File: src/rtl/if_fetch_queue_pkg.sv
// Shared types and constants for the IF-to-ID fetch queue.
package if_pkg;

  localparam logic [31:2] START_ADDR    = 30'h0000BFF;
  localparam logic [31:0] NOP_INSTR     = 32'h0000_0000;
  localparam int          DEPTH_DEFAULT = 2;

  // One fetched word together with the address it was read from.
  typedef struct packed {
    logic [31:2] pc;
    logic [31:0] instr;
  } fetch_entry_t;

endpackage

File: src/rtl/if_fetch_queue_if.sv
// Bundle of fetch-side and decode-side signals around the fetch queue.
interface if_fetch_queue_if #(
  parameter int DEPTH = if_pkg::DEPTH_DEFAULT
);

  localparam int CW = $clog2(DEPTH) + 1;

  logic [31:2]   PC;
  logic [31:0]   Instr;
  logic          Flush;
  logic          IDReady;
  logic          PCWrite;
  logic          IDValid;
  logic [31:2]   IDPC;
  logic [31:0]   IDInstr;
  logic [CW-1:0] Count;
  logic [31:0]   FetchCnt;
  logic [31:0]   StallCnt;

  // Environment side: PC register, instruction memory, EX redirect, ID stage.
  modport master (
    output PC, Instr, Flush, IDReady,
    input  PCWrite, IDValid, IDPC, IDInstr, Count, FetchCnt, StallCnt
  );

  // Queue side.
  modport slave (
    input  PC, Instr, Flush, IDReady,
    output PCWrite, IDValid, IDPC, IDInstr, Count, FetchCnt, StallCnt
  );

endinterface

File: src/rtl/if_fetch_queue_fifo.sv
// Circular buffer of fetch entries with push, pop and synchronous clear.
module fetch_fifo
  import if_pkg::*;
#(
  parameter int DEPTH = if_pkg::DEPTH_DEFAULT,
  parameter int PW    = $clog2(DEPTH),
  parameter int CW    = $clog2(DEPTH) + 1
) (
  input  logic         clk,
  input  logic         reset,
  input  logic         push_i,
  input  logic         pop_i,
  input  logic         clear_i,
  input  fetch_entry_t wr_data_i,
  output fetch_entry_t rd_data_o,
  output logic [CW-1:0] count_o
);

  fetch_entry_t  mem_q [DEPTH];
  logic [PW-1:0] wr_ptr_q, wr_ptr_d;
  logic [PW-1:0] rd_ptr_q, rd_ptr_d;
  logic [CW-1:0] count_q, count_d;

  // Next pointers and occupancy; pointers wrap naturally at DEPTH.
  always_comb begin
    wr_ptr_d = wr_ptr_q;
    rd_ptr_d = rd_ptr_q;
    count_d  = count_q;
    if (clear_i) begin
      wr_ptr_d = '0;
      rd_ptr_d = '0;
      count_d  = '0;
    end else begin
      if (push_i) wr_ptr_d = wr_ptr_q + PW'(1);
      if (pop_i)  rd_ptr_d = rd_ptr_q + PW'(1);
      case ({push_i, pop_i})
        2'b10:   count_d = count_q + CW'(1);
        2'b01:   count_d = count_q - CW'(1);
        default: count_d = count_q;
      endcase
    end
  end

  // Control state register; reset discards every entry.
  always_ff @(posedge clk) begin
    if (reset) begin
      wr_ptr_q <= '0;
      rd_ptr_q <= '0;
      count_q  <= '0;
    end else begin
      wr_ptr_q <= wr_ptr_d;
      rd_ptr_q <= rd_ptr_d;
      count_q  <= count_d;
    end
  end

  // Entry storage; contents are meaningless until counted, so no reset.
  always_ff @(posedge clk) begin
    if (push_i && !clear_i) mem_q[wr_ptr_q] <= wr_data_i;
  end

  assign rd_data_o = mem_q[rd_ptr_q];
  assign count_o   = count_q;

endmodule

File: src/rtl/if_fetch_queue.sv
// Fetch queue between IF and ID: PCWrite back-pressure, redirect flush,
// empty-head masking and fetch/stall statistics.
module if_fetch_queue
  import if_pkg::*;
#(
  parameter int          DEPTH     = if_pkg::DEPTH_DEFAULT,
  parameter logic [31:0] NOP_INSTR = if_pkg::NOP_INSTR
) (
  input  logic          clk,
  input  logic          reset,
  if_fetch_queue_if.slave bus
);

  localparam int CW = $clog2(DEPTH) + 1;

  logic          push, pop, full, empty, pc_write;
  logic [CW-1:0] count;
  fetch_entry_t  head, tail_entry;
  logic [31:0]   fetch_cnt_q, fetch_cnt_d;
  logic [31:0]   stall_cnt_q, stall_cnt_d;

  assign empty    = (count == '0);
  assign full     = (count == CW'(DEPTH));
  // A redirect always lets the PC take the target; otherwise advance when a slot is free.
  assign pop      = !empty & bus.IDReady & !bus.Flush;
  assign pc_write = bus.Flush | !full | pop;
  assign push     = pc_write & !bus.Flush;

  assign tail_entry.pc    = bus.PC;
  assign tail_entry.instr = bus.Instr;

  fetch_fifo #(
    .DEPTH (DEPTH)
  ) u_fifo (
    .clk       (clk),
    .reset     (reset),
    .push_i    (push),
    .pop_i     (pop),
    .clear_i   (bus.Flush),
    .wr_data_i (tail_entry),
    .rd_data_o (head),
    .count_o   (count)
  );

  // Statistics next-state; both counters wrap at 2^32.
  always_comb begin
    fetch_cnt_d = fetch_cnt_q;
    stall_cnt_d = stall_cnt_q;
    if (push)      fetch_cnt_d = fetch_cnt_q + 32'd1;
    if (!pc_write) stall_cnt_d = stall_cnt_q + 32'd1;
  end

  // Statistics registers.
  always_ff @(posedge clk) begin
    if (reset) begin
      fetch_cnt_q <= '0;
      stall_cnt_q <= '0;
    end else begin
      fetch_cnt_q <= fetch_cnt_d;
      stall_cnt_q <= stall_cnt_d;
    end
  end

  assign bus.PCWrite  = pc_write;
  assign bus.IDValid  = !empty;
  assign bus.IDPC     = empty ? 30'd0 : head.pc;
  assign bus.IDInstr  = empty ? NOP_INSTR : head.instr;
  assign bus.Count    = count;
  assign bus.FetchCnt = fetch_cnt_q;
  assign bus.StallCnt = stall_cnt_q;

endmodule

File: src/flat_wrapper.sv
// flat-port wrapper written by rule: the top's interface ports become plain ports
module if_fetch_queue_flat import if_pkg::*;
#(
  parameter int          DEPTH     = if_pkg::DEPTH_DEFAULT,
  parameter logic [31:0] NOP_INSTR = if_pkg::NOP_INSTR
)
  (clk, reset, bus_PC, bus_Instr, bus_Flush, bus_IDReady, bus_PCWrite, bus_IDValid, bus_IDPC, bus_IDInstr, bus_Count, bus_FetchCnt, bus_StallCnt);
  if_fetch_queue_if #(.DEPTH(DEPTH)) bus_i ();
  input  logic clk;
  input  logic reset;
  input wire logic [$bits(bus_i.PC)-1:0] bus_PC;
  input wire logic [$bits(bus_i.Instr)-1:0] bus_Instr;
  input wire logic [$bits(bus_i.Flush)-1:0] bus_Flush;
  input wire logic [$bits(bus_i.IDReady)-1:0] bus_IDReady;
  output wire logic [$bits(bus_i.PCWrite)-1:0] bus_PCWrite;
  output wire logic [$bits(bus_i.IDValid)-1:0] bus_IDValid;
  output wire logic [$bits(bus_i.IDPC)-1:0] bus_IDPC;
  output wire logic [$bits(bus_i.IDInstr)-1:0] bus_IDInstr;
  output wire logic [$bits(bus_i.Count)-1:0] bus_Count;
  output wire logic [$bits(bus_i.FetchCnt)-1:0] bus_FetchCnt;
  output wire logic [$bits(bus_i.StallCnt)-1:0] bus_StallCnt;
  assign bus_i.PC = bus_PC;
  assign bus_i.Instr = bus_Instr;
  assign bus_i.Flush = bus_Flush;
  assign bus_i.IDReady = bus_IDReady;
  assign bus_PCWrite = bus_i.PCWrite;
  assign bus_IDValid = bus_i.IDValid;
  assign bus_IDPC = bus_i.IDPC;
  assign bus_IDInstr = bus_i.IDInstr;
  assign bus_Count = bus_i.Count;
  assign bus_FetchCnt = bus_i.FetchCnt;
  assign bus_StallCnt = bus_i.StallCnt;
  if_fetch_queue #(.DEPTH(DEPTH), .NOP_INSTR(NOP_INSTR)) u_core (.clk(clk), .reset(reset), .bus(bus_i));
endmodule
File: config.mk
export PLATFORM = sky130hd
export DESIGN_NAME = if_fetch_queue_flat
export DESIGN_NICKNAME = d
export VERILOG_FILES = /design/src/rtl/if_fetch_queue_pkg.sv /design/src/rtl/if_fetch_queue_if.sv /design/src/rtl/if_fetch_queue_fifo.sv /design/src/rtl/if_fetch_queue.sv /design/src/flat_wrapper.sv
export SDC_FILE = /design/constraint.sdc
export NUM_CORES = 1
export LEC_CHECK = 0
export CORE_MARGIN = 4
export CORE_UTILIZATION = 30
export DETAILED_ROUTE_END_ITERATION = 10
export MAX_ROUTING_LAYER = met4
export PLACE_DENSITY = 0.64
export RECOVER_POWER = 100
export SYNTH_ARGS = -nofsm -noshare
export SYNTH_HDL_FRONTEND = slang
export SYNTH_SLANG_ARGS = --single-unit
File: constraint.sdc
create_clock -name clk -period 4.6 [get_ports clk]
set_input_delay 0.92 -clock clk [delete_from_list [all_inputs] [get_ports clk]]
set_output_delay 0.92 -clock clk [all_outputs]
set_load 0.1 [all_outputs]
Yosys cells after proc, flatten, opt, wreduce, memory -nomap -nowiden
Memory sizes are Yosys's and may differ from the RTL's. A register that Yosys moved wholly into a read port is not among the register bits.
Cells that the tools add are included.

word-level totals
  bits in registers = 68
  memory bits (writable) = 124
  input port bits = 66
  output and inout bits = 130
  memories = 1

operators by class
  $add $sub $neg = 6
  equal/unequal tests = 3
  multiplexer cells = 7
  bitwise logic cells = 5
  reduce and logical (&&, ||, !) cells = 7

memories
  name                 words  bits a word  rd ports  clocked after memory_dff  wr ports  line                       source
  u_core.u_fifo.mem_q  2      62           1         1                         1         if_fetch_queue_fifo.sv:19  fetch_entry_t mem_q [DEPTH];

operator list
  cell                   count
  $add 32x1->32 const B  2
  $mux 32                1
  $mux 30                1
  $eq 2x2->1 const B     2
  $mux 1                 4
  $pmux 2 s2             1
  $and 1x1->1            3
  $logic_not 1->1        3
  $add 1x1->1 const B    2
  $add 2x1->2 const B    1
  $eq 2x1->1 const B     1
  $logic_not 2->1        1
  $or 1x1->1             2
  $reduce_bool 2->1      1
  $reduce_or 2->1        1
  $sub 2x1->2 const B    1
  $logic_and 1x1->1      1

Depth between registers and ports, before layout
Gate-level depths: netlist (run 1).

  depth in word-level cells = 9
  depth in mapped cells = 9
  gate-level depth less buffers = 7

By module
A second synthesis (run 1) with hierarchy kept.

second synthesis, totals
  cell total of the unflattened synthesis = 609
  area total of the unflattened synthesis = 7983.9 sq um

modules (own cells, without submodules)
  module          instances  cells each  area an instance (sq um)
  fetch_fifo      1          213         4659.5
  if_fetch_queue  1          396         3324.4

Worst setup path after synthesis (run 1)
OpenSTA, ideal clock, no wires.

  kind = reg2reg
  start = reg u_core.u_fifo.count_q[0], in the netlist u_core.u_fifo.count_o[0]
  end = mem u_core.u_fifo.mem_q[0][0] in the netlist's numbering (enable)
  setup time = 490 ps
  arrival time = 5014 ps
  required time = 4110 ps
  slack = -904 ps
  stages on the path, launching flop included = 7
  path buffers = 1
  clock period less this slack = 5504 ps
  path through = dfxtp_1 > inv_1 > ha_1 > buf_2 > nand2b_4 > a21oi_1 > nor2b_1

on the way
  longest elaborated chain between the ends = 9

RTL lines
  item                              line                       source
  start: declaration                if_fetch_queue_fifo.sv:22  logic [CW-1:0] count_q, count_d;
  start signal: assignment          if_fetch_queue_fifo.sv:53  count_q <= count_d;
  $logic_not 2->1                   if_fetch_queue.sv:22       assign empty = (count == '0);
  $logic_not 1->1                   if_fetch_queue.sv:25       assign pop = !empty & bus.IDReady & !bus.Flush;
  $and 1x1->1 (2 in a row)          if_fetch_queue.sv:25
  $or 1x1->1 (*)                    if_fetch_queue.sv:26       assign pc_write = bus.Flush | !full | pop;
  $and 1x1->1 (*)                   if_fetch_queue.sv:27       assign push = pc_write & !bus.Flush;
  $logic_and 1x1->1 (*)             if_fetch_queue_fifo.sv:59  if (push_i && !clear_i) mem_q[wr_ptr_q] <= wr_data_i;
  $mux 1 (*)                        if_fetch_queue_fifo.sv:59
  $mux 1 (not written as such) (*)  if_fetch_queue_fifo.sv:59
  end: declaration                  if_fetch_queue_fifo.sv:19

Mark *: on every way between the ends. The rest lies on a longest branch, timed or not.

==> flow_summary.rst, run 1 <==
.. list-table::
   :header-rows: 1

   * - Metric
     - Value
   * - Outcome
     - finished with violations
   * - Violations in the final reports
     - max-capacitance violations, max-slew violations
   * - TritonCTS clock tree
     - done
   * - Final HPWL DP
     - 13.22 mm
   * - Routability-driven placement congestion ratio
     - 0.7651
   * - Post-CTS clock slew at the launch and capture registers of the worst setup and hold paths
     - 0.08 ns
   * - Drt via density
     - 4.631
   * - IO buf count
     - 195
   * - Unrepaired setup endpoints after global routing
     - no
   * - Buffers & Inverters on Critical Path
     - 2
   * - Slew headroom
     - -12.96%
   * - Tot GR Track Use
     - 13.49%
   * - Final instance area
     - 10,560 um^2
   * - Total of max-cap violations
     - 1
   * - Fill cell total of the finished layout
     - 2,423
   * - Overall power after layout
     - 4017 uW
   * - FMAX
     - 249.3 MHz
   * - Count of final hold-check violations
     - 0
   * - Largest fanout on the critical path
     - 34
   * - Number of nets produced by synthesis
     - 702
   * - Critical path required time
     - 3.68 ns
   * - Total Neg Setup Slack
     - 0 ns
   * - P_leak
     - 0.003764 uW
   * - TritonCTS Sinks
     - 193
   * - DRT Wirelength
     - 18.98 mm
   * - Ys flop type
     - sky130_fd_sc_hd__edfxtp_1
   * - Crit-path leading delay family
     - buffers and inverters
   * - Initial antenna violation count
     - 2
   * - Number of buffers on the longest clock path
     - 2
   * - Sequential fraction of the synthesis area
     - 65.26%
   * - Final std cells w/o fill
     - 1,173
   * - Post-Syn Instances
     - 632
   * - Vias
     - 5,432
   * - Die width
     - 169.5 um
   * - Critical path capture point type
     - output port
   * - Number of buffers added by the clock tree synthesis step
     - 17
   * - Max stage delay cell, worst path
     - sky130_fd_sc_hd__dfxtp_2
   * - WL/cell
     - 16.18 um
   * - ANT nets after route
     - 0
   * - Number of resized instances in the post-cts repair step
     - 0
   * - Starting Density
     - 30.80%
   * - Post-CTS Setup Bufs
     - 0
   * - I/O Pins
     - 196
   * - Post-Syn Area per Cell
     - 12.38 um^2
   * - Switching power share of the total
     - 30.91%
   * - Share of total power in the clock network
     - 37.0%
   * - Mapped Area
     - 7823 um^2
   * - Core outline area
     - 25,400 um^2
   * - Number of placement rows
     - 58
   * - Vias in the first global route
     - 5,246
   * - Power per standard cell area
     - 380.4 nW/um^2
   * - Global route total overflow
     - 0
   * - P_int
     - 2775 uW
   * - DIE AREA
     - 28,720 um^2
   * - Clk root buf
     - sky130_fd_sc_hd__clkbuf_16
   * - Peak VDD IR
     - 0.0002196 V
   * - Placed inst area
     - 10,120 um^2
   * - Largest stage delay on the critical path
     - 1.04 ns
   * - Worst-skew pair later-pin latency
     - 0.43 ns
   * - Max Clock Skew
     - 0.008740 ns
   * - Post-layout nets
     - 898
   * - Number of H-tree levels
     - 4
   * - Type of the setup path with the least slack
     - flop to output port
   * - Finish-stage setup viols
     - 0
   * - Share of post-route cells with drive strength above 1
     - 6.183%
   * - Area growth from synthesis to layout
     - 34.98%
   * - Maximum number of pins on one net before global-route repair
     - 66
   * - NetSw
     - 1241 uW
   * - Final Max Tran Viols
     - 23
   * - Hold Path Class
     - flop to flop
   * - Part of the cycle the worst path needs
     - 87.18%
   * - Nature of the critical path startpoint
     - flop
   * - Number of placed instances, taps included
     - 1,139
   * - Minimum period implied by the final worst setup slack
     - 4.010 ns
   * - Share of flip-flops with an asynchronous set or reset after synthesis
     - 0%
   * - Flop and latch count out of synthesis
     - 193
   * - Number of hold-repair buffers added at the cts stage
     - 0
   * - Number of optimization iterations in the first detailed-route pass
     - 5
   * - Number of flops mapped to enable cells by yosys
     - 124
   * - Initial drt markers
     - 323
   * - Arrival time reported for the critical path endpoint
     - 3.09 ns
   * - Fraction of power consumed by sequential logic
     - 48.0%
   * - Share of power burned in combinational logic
     - 15.0%
   * - Global-route wire length before repair
     - 29.63 mm
   * - Drc violations
     - 0
   * - Cell variety after synth
     - 37
   * - Critical path cell sequence
     - buf_4 -> mux2i_1 -> nor2_1 -> clkbuf_1
   * - Count of yosys warnings during synthesis
     - 0
   * - Actual transition at the worst max-transition pin
     - 1.693 ns
   * - Floorplan die height
     - 169.5 um
## final cells by class
| type | count | area, um^2 | share of cell area (%) |
|---|---|---|---|
| clock buffers | 17 | 425.4 | 4.029 |
| clock inverters | 15 | 176.4 | 1.671 |
| diodes | 2 | 5.005 | 0.04740 |
| well taps | 330 | 412.9 | 3.910 |
| flip-flops and latches | 193 | 5106 | 48.36 |
| repair buffers | 206 | 1871 | 17.72 |
| multi-input cells | 405 | 2544 | 24.09 |
| inverters | 5 | 18.77 | 0.1777 |
## worst min-delay path: cells and delay by family (launching register included)
| family | cells | cell delay [ns] |
|---|---|---|
| DFF | 1 | 0.33 |
| AOI/OAI and AO/OA | 2 | 0.13 |
## per-layer routing
layer  wire length (um)  GRT usage (%)  vias to the layer above
met3               1463          4.449                        9
li1                   -              -                     2647
met1               8902          18.40                     2567
met4                 83          2.660                        0
met5                  0              -                        -
met2               8532          19.84                      209
## path summary, 6_finish.rpt
| path | slack [ns] | to | from | cells past startpoint |
|---|---|---|---|---|
| hold reg to reg | 0.51 | u_core.bus.FetchCnt[26] | u_core.bus.FetchCnt[26] | 2 |
| hold / removal | 0.51 | u_core.bus.FetchCnt[26] | u_core.bus.FetchCnt[26] | 2 |
| setup / recovery | 0.59 | bus_IDInstr[15] | flop | 4 |
| setup reg to reg | 0.90 | u_core.u_fifo.mem_q[1][9] | u_core.u_fifo.count_o[0] | 7 |
## registers in the layout, indices dropped and copies added, names as in the netlist, named ones only
name,cells
u_core.u_fifo.wr_ptr_q,1
u_core.u_fifo.rd_ptr_q,1
u_core.bus.FetchCnt,32
u_core.u_fifo.count_o,2
u_core.u_fifo.mem_q,124
u_core.bus.StallCnt,32
## layout by cell type, fill, tap and decap left out, types with 2 or more instances in the layout
cell type / synthesis / routed
sky130_fd_sc_hd__a211oi_1: 2 / 3
sky130_fd_sc_hd__a21oi_1: 8 / 8
sky130_fd_sc_hd__and2_0: 0 / 2
sky130_fd_sc_hd__and3_1: 10 / 10
sky130_fd_sc_hd__and4_1: 7 / 7
sky130_fd_sc_hd__buf_12: 0 / 2
sky130_fd_sc_hd__buf_4: 1 / 11
sky130_fd_sc_hd__clkbuf_1: 22 / 27
sky130_fd_sc_hd__clkbuf_16: 0 / 17
sky130_fd_sc_hd__clkbuf_2: 0 / 2
sky130_fd_sc_hd__clkdlybuf4s50_1: 0 / 3
sky130_fd_sc_hd__clkinv_8: 0 / 5
sky130_fd_sc_hd__dfxtp_1: 69 / 68
sky130_fd_sc_hd__diode_2: 0 / 2
sky130_fd_sc_hd__dlygate4sd3_1: 0 / 160
sky130_fd_sc_hd__edfxtp_1: 124 / 124
sky130_fd_sc_hd__ha_1: 4 / 3
sky130_fd_sc_hd__inv_1: 5 / 5
sky130_fd_sc_hd__inv_6: 0 / 6
sky130_fd_sc_hd__inv_8: 0 / 2
sky130_fd_sc_hd__mux2i_1: 63 / 63
sky130_fd_sc_hd__nand2_1: 27 / 27
sky130_fd_sc_hd__nand2b_1: 1 / 3
sky130_fd_sc_hd__nand3_1: 17 / 17
sky130_fd_sc_hd__nand4_1: 30 / 30
sky130_fd_sc_hd__nor2_1: 132 / 132
sky130_fd_sc_hd__nor2b_1: 2 / 2
sky130_fd_sc_hd__nor3_1: 13 / 13
sky130_fd_sc_hd__nor4_1: 6 / 6
sky130_fd_sc_hd__o21ai_0: 5 / 5
sky130_fd_sc_hd__or3_1: 5 / 5
sky130_fd_sc_hd__or4_1: 0 / 2
sky130_fd_sc_hd__xnor2_1: 21 / 21
sky130_fd_sc_hd__xor2_1: 37 / 37
## kinds of logic after synthesis
logic type	count (synthesis)	share of synthesized area, %
xor+xnor	58	6.494
mux	64	8.205
compound gates	19	1.663
flops	193	65.26
simple gates	260	15.93
buf+inv	34	1.807
fa+ha+maj	4	0.6398
## synthesized netlist by cell type (2+ instances only)
| master | count | area share (%) |
|---|---|---|
| sky130_fd_sc_hd__nor2_1 | 132 | 6.3 |
| sky130_fd_sc_hd__edfxtp_1 | 124 | 48 |
| sky130_fd_sc_hd__dfxtp_1 | 69 | 18 |
| sky130_fd_sc_hd__mux2i_1 | 63 | 8.1 |
| sky130_fd_sc_hd__xor2_1 | 37 | 4.1 |
| sky130_fd_sc_hd__nand4_1 | 30 | 2.4 |
| sky130_fd_sc_hd__nand2_1 | 27 | 1.3 |
| sky130_fd_sc_hd__clkbuf_1 | 22 | 1.1 |
| sky130_fd_sc_hd__xnor2_1 | 21 | 2.4 |
| sky130_fd_sc_hd__nand3_1 | 17 | 1.1 |
| sky130_fd_sc_hd__nor3_1 | 13 | 0.83 |
| sky130_fd_sc_hd__and3_1 | 10 | 0.80 |
| sky130_fd_sc_hd__a21oi_1 | 8 | 0.51 |
| sky130_fd_sc_hd__and4_1 | 7 | 0.78 |
| sky130_fd_sc_hd__nor4_1 | 6 | 0.48 |
| sky130_fd_sc_hd__inv_1 | 5 | 0.24 |
| sky130_fd_sc_hd__o21ai_0 | 5 | 0.32 |
| sky130_fd_sc_hd__or3_1 | 5 | 0.40 |
| sky130_fd_sc_hd__ha_1 | 4 | 0.64 |
| sky130_fd_sc_hd__and2_1 | 3 | 0.24 |
| sky130_fd_sc_hd__buf_1 | 3 | 0.14 |
| sky130_fd_sc_hd__a211oi_1 | 2 | 0.19 |
| sky130_fd_sc_hd__buf_2 | 2 | 0.13 |
| sky130_fd_sc_hd__nand2b_4 | 2 | 0.35 |
| sky130_fd_sc_hd__nor2b_1 | 2 | 0.16 |
| sky130_fd_sc_hd__or4_4 | 2 | 0.29 |
## through the flow
step / utilization [%] / hold WS, ns / setup WS [ns]
6_report: 41.57 / 0.5077 / 0.5895
3_3_place_gp: 39.83 / 0.4862 / 1.075
5_1_grt: 41.57 / 0.5246 / 0.4204
4_1_cts: 42.20 / 0.5091 / 0.9475
3_5_place_dp: 39.83 / 0.4931 / 1.019
2_1_floorplan: - / 0.5202 / 0.2514
## power by group through the flow
| stage | Sequential [uW] | Combinational (uW) | Clock [uW] |
|---|---|---|---|
| 3_3_place_gp | 1970 | 648 | 0 |
| 5_1_grt | 1940 | 634 | 1620 |
| 2_1_floorplan | 1990 | 437 | 0 |
| 6_report | 1930 | 603 | 1480 |
| 4_1_cts | 1930 | 652 | 1520 |
| 3_5_place_dp | 1970 | 651 | 0 |
No activity file was read; power rests on OpenSTA's default activity.
==> run 2: changes to the inputs <==
CAP_MARGIN = 0   (was unset)
PLACE_DENSITY = 0.62   (was 0.64)
SKIP_CTS_REPAIR_TIMING = 1   (was unset)
clock period = 4.4 ns   (was 4.6 ns; I/O delays follow)
==> flow_summary.rst, run 2 (synthesized netlist as in run 1, its figures left out) <==
.. list-table::
   :header-rows: 1

   * - Metric
     - Value
   * - Outcome
     - finished with violations
   * - Violations in the final reports
     - max-capacitance violations, max-slew violations
   * - Final Max Tran Viols
     - 126
   * - Clk root buf
     - sky130_fd_sc_hd__clkbuf_16
   * - WL/cell
     - 15.84 um
   * - Number of buffers added by the clock tree synthesis step
     - 17
   * - Critical path capture point type
     - output port
   * - Vias
     - 5,331
   * - Drt via density
     - 4.564
   * - Share of post-route cells with drive strength above 1
     - 9.797%
   * - Count of final hold-check violations
     - 0
   * - Global-route wire length before repair
     - 29.07 mm
   * - Post-CTS clock slew at the launch and capture registers of the worst setup and hold paths
     - 0.07 ns
   * - TritonCTS Sinks
     - 193
   * - Type of the setup path with the least slack
     - flop to output port
   * - Max FFs per register
     - 124
   * - Die width
     - 169.5 um
   * - TritonCTS clock tree
     - done
   * - Slew headroom
     - -14.42%
   * - Unrepaired setup endpoints after global routing
     - no
   * - Placed inst area
     - 10,050 um^2
   * - Hold Path Class
     - flop to flop
   * - Final HPWL DP
     - 12.33 mm
   * - IO buf count
     - 195
   * - Area occupied by multi-input gates
     - 2552 um^2
   * - Number of placement rows
     - 58
   * - Sequential cell area
     - 5109 um^2
   * - Global route total overflow
     - 0
   * - ANT nets after route
     - 0
   * - Floorplan die height
     - 169.5 um
   * - Core outline area
     - 25,400 um^2
   * - Leading cell types in the layout, fill and taps excluded
     - sky130_fd_sc_hd__dlygate4sd3_1, sky130_fd_sc_hd__nor2_1, sky130_fd_sc_hd__edfxtp_1
   * - P_leak
     - 0.003814 uW
   * - Final instance area
     - 10,500 um^2
   * - Number of H-tree levels
     - 4
   * - Power per standard cell area
     - 401.9 nW/um^2
   * - Actual transition at the worst max-transition pin
     - 1.716 ns
   * - Layout Utilization
     - 41.34%
   * - Largest fanout on the critical path
     - 37
   * - Number of buffers on the longest clock path
     - 2
   * - Max Clock Skew
     - 0.01227 ns
   * - Fill cell total of the finished layout
     - 2,464
   * - Starting Density
     - 30.80%
   * - Tot GR Track Use
     - 13.09%
   * - Peak VDD IR
     - 0.0001854 V
   * - Worst-skew pair later-pin latency
     - 0.42 ns
   * - Vias in the first global route
     - 5,393
   * - DRT Wirelength
     - 18.50 mm
   * - Minimum period implied by the final worst setup slack
     - 3.704 ns
   * - Post-layout nets
     - 895
   * - Worst Setup Slack post-DPL
     - 0.9257 ns
   * - Biggest register
     - u_core.u_fifo.mem_q
   * - Finish-stage setup viols
     - 0
   * - DIE AREA
     - 28,720 um^2
   * - Maximum number of pins on one net before global-route repair
     - 63
   * - Arrival time reported for the critical path endpoint
     - 2.82 ns
   * - Initial antenna violation count
     - 1
   * - Number of optimization iterations in the first detailed-route pass
     - 4
   * - Part of the cycle the worst path needs
     - 84.17%
   * - Critical path required time
     - 3.52 ns
   * - Worst path setup slack after routing
     - 0.6964 ns
   * - Nature of the critical path startpoint
     - flop
   * - Drc violations
     - 0
   * - Total Neg Setup Slack
     - 0 ns
   * - Routability-driven placement congestion ratio
     - 0.7480
   * - Number of placed instances, taps included
     - 1,136
   * - Initial drt markers
     - 295
   * - FMAX
     - 270.0 MHz
   * - I/O Pins
     - 196
   * - Total of max-cap violations
     - 2
   * - Most frequent standard cell in the layout excluding fill and tap cells
     - sky130_fd_sc_hd__dlygate4sd3_1
   * - Final std cells w/o fill
     - 1,168
   * - Area growth from synthesis to layout
     - 34.21%
run 2: worst paths after layout:
kind,from,to,slack [ns],cells after the start
setup / recovery,u_core.u_fifo.count_o[0],bus_IDInstr[9],0.70,5
hold / removal,u_core.bus.FetchCnt[30],u_core.bus.FetchCnt[30],0.51,2
setup reg to reg,u_core.u_fifo.count_o[0],u_core.u_fifo.mem_q[1][0],0.75,6
hold reg to reg,u_core.bus.FetchCnt[30],u_core.bus.FetchCnt[30],0.51,2
run 2: per-layer routing:
layer | wire, um | up-vias | GRT usage, %
li1 | - | 2639 | -
met1 | 8974 | 2520 | 18.07
met2 | 8206 | 165 | 19.51
met3 | 1221 | 7 | 3.727
met4 | 95 | 0 | 2.415
met5 | 0 | - | -
run 2: where the power goes:
part / total [uW] / switching [uW] / internal [uW]
Sequential: 2020 / 21.5 / 2000
Combinational: 628 / 499 / 129
Clock: 1570 / 715 / 858
run 2: final cells by class:
| type | count | share of cell area [%] |
|---|---|---|
| well taps | 330 | 3.933 |
| clock buffers | 17 | 4.052 |
| diodes | 1 | 0.02384 |
| clock inverters | 14 | 1.657 |
| multi-input cells | 405 | 24.31 |
| flip-flops and latches | 193 | 48.66 |
| repair buffers | 203 | 17.19 |
| inverters | 5 | 0.1788 |
run 2: critical path, cell delays in order, from the launching register on:
cell and delay [ns]:
sky130_fd_sc_hd__dfxtp_1 0.34, sky130_fd_sc_hd__inv_1 0.09, sky130_fd_sc_hd__ha_2 0.59, sky130_fd_sc_hd__clkbuf_2 0.74, sky130_fd_sc_hd__nor2_1 0.19, sky130_fd_sc_hd__clkbuf_2 0.42
run 2: metrics by stage:
step / hold slack, ns / total power, uW
final: 0.5116 / 4219
after global routing: 0.5608 / 4392
after CTS: 0.5170 / 4325
after detailed placement: 0.5029 / 2734
after global placement: 0.4808 / 2730
after floorplan: 0.5202 / 2535
==> run 3: changes to the inputs <==
clock period = 3.6 ns   (was 4.4 ns; I/O delays follow)
==> flow_summary.rst, run 3 (synthesized netlist as in run 1, its figures left out) <==
.. list-table::
   :header-rows: 1

   * - Metric
     - Value
   * - Leading cell types in the layout, fill and taps excluded
     - sky130_fd_sc_hd__nor2_1, sky130_fd_sc_hd__edfxtp_1, sky130_fd_sc_hd__dlygate4sd3_1
   * - Global route total overflow
     - 0
   * - Drc violations
     - 0
   * - Fill cell total of the finished layout
     - 2,493
   * - Die width
     - 169.5 um
   * - Part of the cycle the worst path needs
     - 88.59%
   * - Max Clock Skew
     - 0.01583 ns
   * - Final Max Tran Viols
     - 0
   * - Most frequent standard cell in the layout excluding fill and tap cells
     - sky130_fd_sc_hd__nor2_1
   * - Initial drt markers
     - 280
   * - Power per standard cell area
     - 486.1 nW/um^2
   * - Starting Density
     - 30.80%
   * - Critical path required time
     - 2.88 ns
   * - Finish-stage setup viols
     - 0
   * - Largest fanout on the critical path
     - 8
   * - Number of buffers on the longest clock path
     - 2
   * - Number of placement rows
     - 58
   * - Initial antenna violation count
     - 1
   * - Post-CTS clock slew at the launch and capture registers of the worst setup and hold paths
     - 0.07 ns
   * - IO buf count
     - 195
   * - Total of max-cap violations
     - 0
   * - Nature of the critical path startpoint
     - input pin
   * - Vias
     - 5,340
   * - Share of post-route cells with drive strength above 1
     - 13.78%
   * - Arrival time reported for the critical path endpoint
     - 2.47 ns
   * - Biggest register
     - u_core.u_fifo.mem_q
   * - Area occupied by multi-input gates
     - 2540 um^2
   * - Global-route wire length before repair
     - 29.11 mm
   * - Floorplan die height
     - 169.5 um
   * - FMAX
     - 313.5 MHz
   * - Post-layout nets
     - 907
   * - Type of the setup path with the least slack
     - input pin to output port
   * - Count of final hold-check violations
     - 0
   * - P_leak
     - 0.003716 uW
   * - Outcome
     - finished, final reports clean
   * - Drt via density
     - 4.525
   * - Unrepaired setup endpoints after global routing
     - no
   * - Number of optimization iterations in the first detailed-route pass
     - 6
   * - Clk root buf
     - sky130_fd_sc_hd__clkbuf_16
   * - Slew headroom
     - 16.27%
   * - TritonCTS clock tree
     - done
   * - Worst-skew pair later-pin latency
     - 0.43 ns
   * - TritonCTS Sinks
     - 193
   * - Number of H-tree levels
     - 4
   * - Minimum period implied by the final worst setup slack
     - 3.189 ns
   * - DRT Wirelength
     - 18.57 mm
   * - WL/cell
     - 15.74 um
   * - Tot GR Track Use
     - 13.25%
   * - Routability-driven placement congestion ratio
     - 0.8012
   * - Maximum number of pins on one net before global-route repair
     - 64
   * - DIE AREA
     - 28,720 um^2
   * - Final HPWL DP
     - 13.24 mm
   * - ANT nets after route
     - 0
   * - Area growth from synthesis to layout
     - 32.53%
   * - Core outline area
     - 25,400 um^2
   * - I/O Pins
     - 196
   * - Vias in the first global route
     - 5,319
   * - Actual transition at the worst max-transition pin
     - 1.261 ns
   * - Total Neg Setup Slack
     - 0 ns
   * - Peak VDD IR
     - 0.0002393 V
   * - Hold Path Class
     - flop to flop
   * - Max FFs per register
     - 124
   * - Number of buffers added by the clock tree synthesis step
     - 17
   * - Critical path capture point type
     - output port
   * - Tightest hold margin
     - 0.5158 ns
   * - Sequential cell area
     - 5111 um^2
-- run 3: cell count changes in the layout (fill, tap and decap cells not counted), moves of 2 or more --
cell                            before  now
sky130_fd_sc_hd__clkbuf_1            2   22
sky130_fd_sc_hd__buf_12              0    4
sky130_fd_sc_hd__dfxtp_2             0    2
sky130_fd_sc_hd__inv_8               4    6
sky130_fd_sc_hd__inv_6               2    0
sky130_fd_sc_hd__clkbuf_2           40   62
sky130_fd_sc_hd__bufinv_16           2    0
sky130_fd_sc_hd__dfxtp_1            68   66
sky130_fd_sc_hd__buf_4               4   11
sky130_fd_sc_hd__dlygate4sd3_1     155  115
-- run 3: worst paths after layout --
check	end	from	slack, ns	cells past startpoint
worst min-delay path	u_core.bus.StallCnt[1]	u_core.bus.StallCnt[1]	0.52	2
worst max register to register	u_core.u_fifo.mem_q[0][53]	u_core.u_fifo.count_o[0]	0.65	7
worst min register to register	u_core.bus.StallCnt[1]	u_core.bus.StallCnt[1]	0.52	2
worst max-delay path	bus_PCWrite	bus_IDReady	0.41	5
-- run 3: stage by stage --
stage / total power (uW) / instances / setup WS [ns] / util (%) / instance area (um^2)
3_5_place_dp: 3350 / 1148 / 0.5861 / 39.73 / 10090
3_3_place_gp: 3342 / 1148 / 0.5685 / 39.73 / 10090
4_1_cts: 5178 / 1179 / 0.6500 / 41.98 / 10660
2_1_floorplan: 3098 / 632 / 0.1888 / - / 7834
5_1_grt: 5262 / 1180 / 0.3005 / 40.82 / 10370
6_report: 5040 / 1180 / 0.4107 / 40.82 / 10370
-- run 3: where the power goes --
part / internal [uW] / leakage [uW] / switching, uW
Sequential: 2440 / 0.00172 / 24.2
Combinational: 155 / 0.00173 / 615
Clock: 920 / 0.000268 / 889
Total: 3510 / 0.00372 / 1530
-- run 3: layout make-up --
class,count,area share [%]
antenna,1,0.02414
timing repair buffer,215,16.51
inverter,5,0.1810
sequential,193,49.30
tap,330,3.983
clock inverter,14,1.400
clock buffer,17,4.103
multi-input combinational,405,24.50
-- run 3: per-layer routing --
metal / vias up / global-route usage, % / part of all wire [%]
li1: 2663 / - / -
met1: 2499 / 17.98 / 49
met5: - / - / 0
met4: 0 / 3.780 / 0.96
met3: 12 / 3.378 / 6.0
met2: 166 / 19.76 / 44
-- run 3: worst max-delay path: stages --
cell and delay (ns):
sky130_fd_sc_hd__dlygate4sd3_1 0.54, sky130_fd_sc_hd__nor2b_1 0.44, sky130_fd_sc_hd__nor2_1 0.19, sky130_fd_sc_hd__inv_1 0.11, sky130_fd_sc_hd__clkbuf_2 0.46
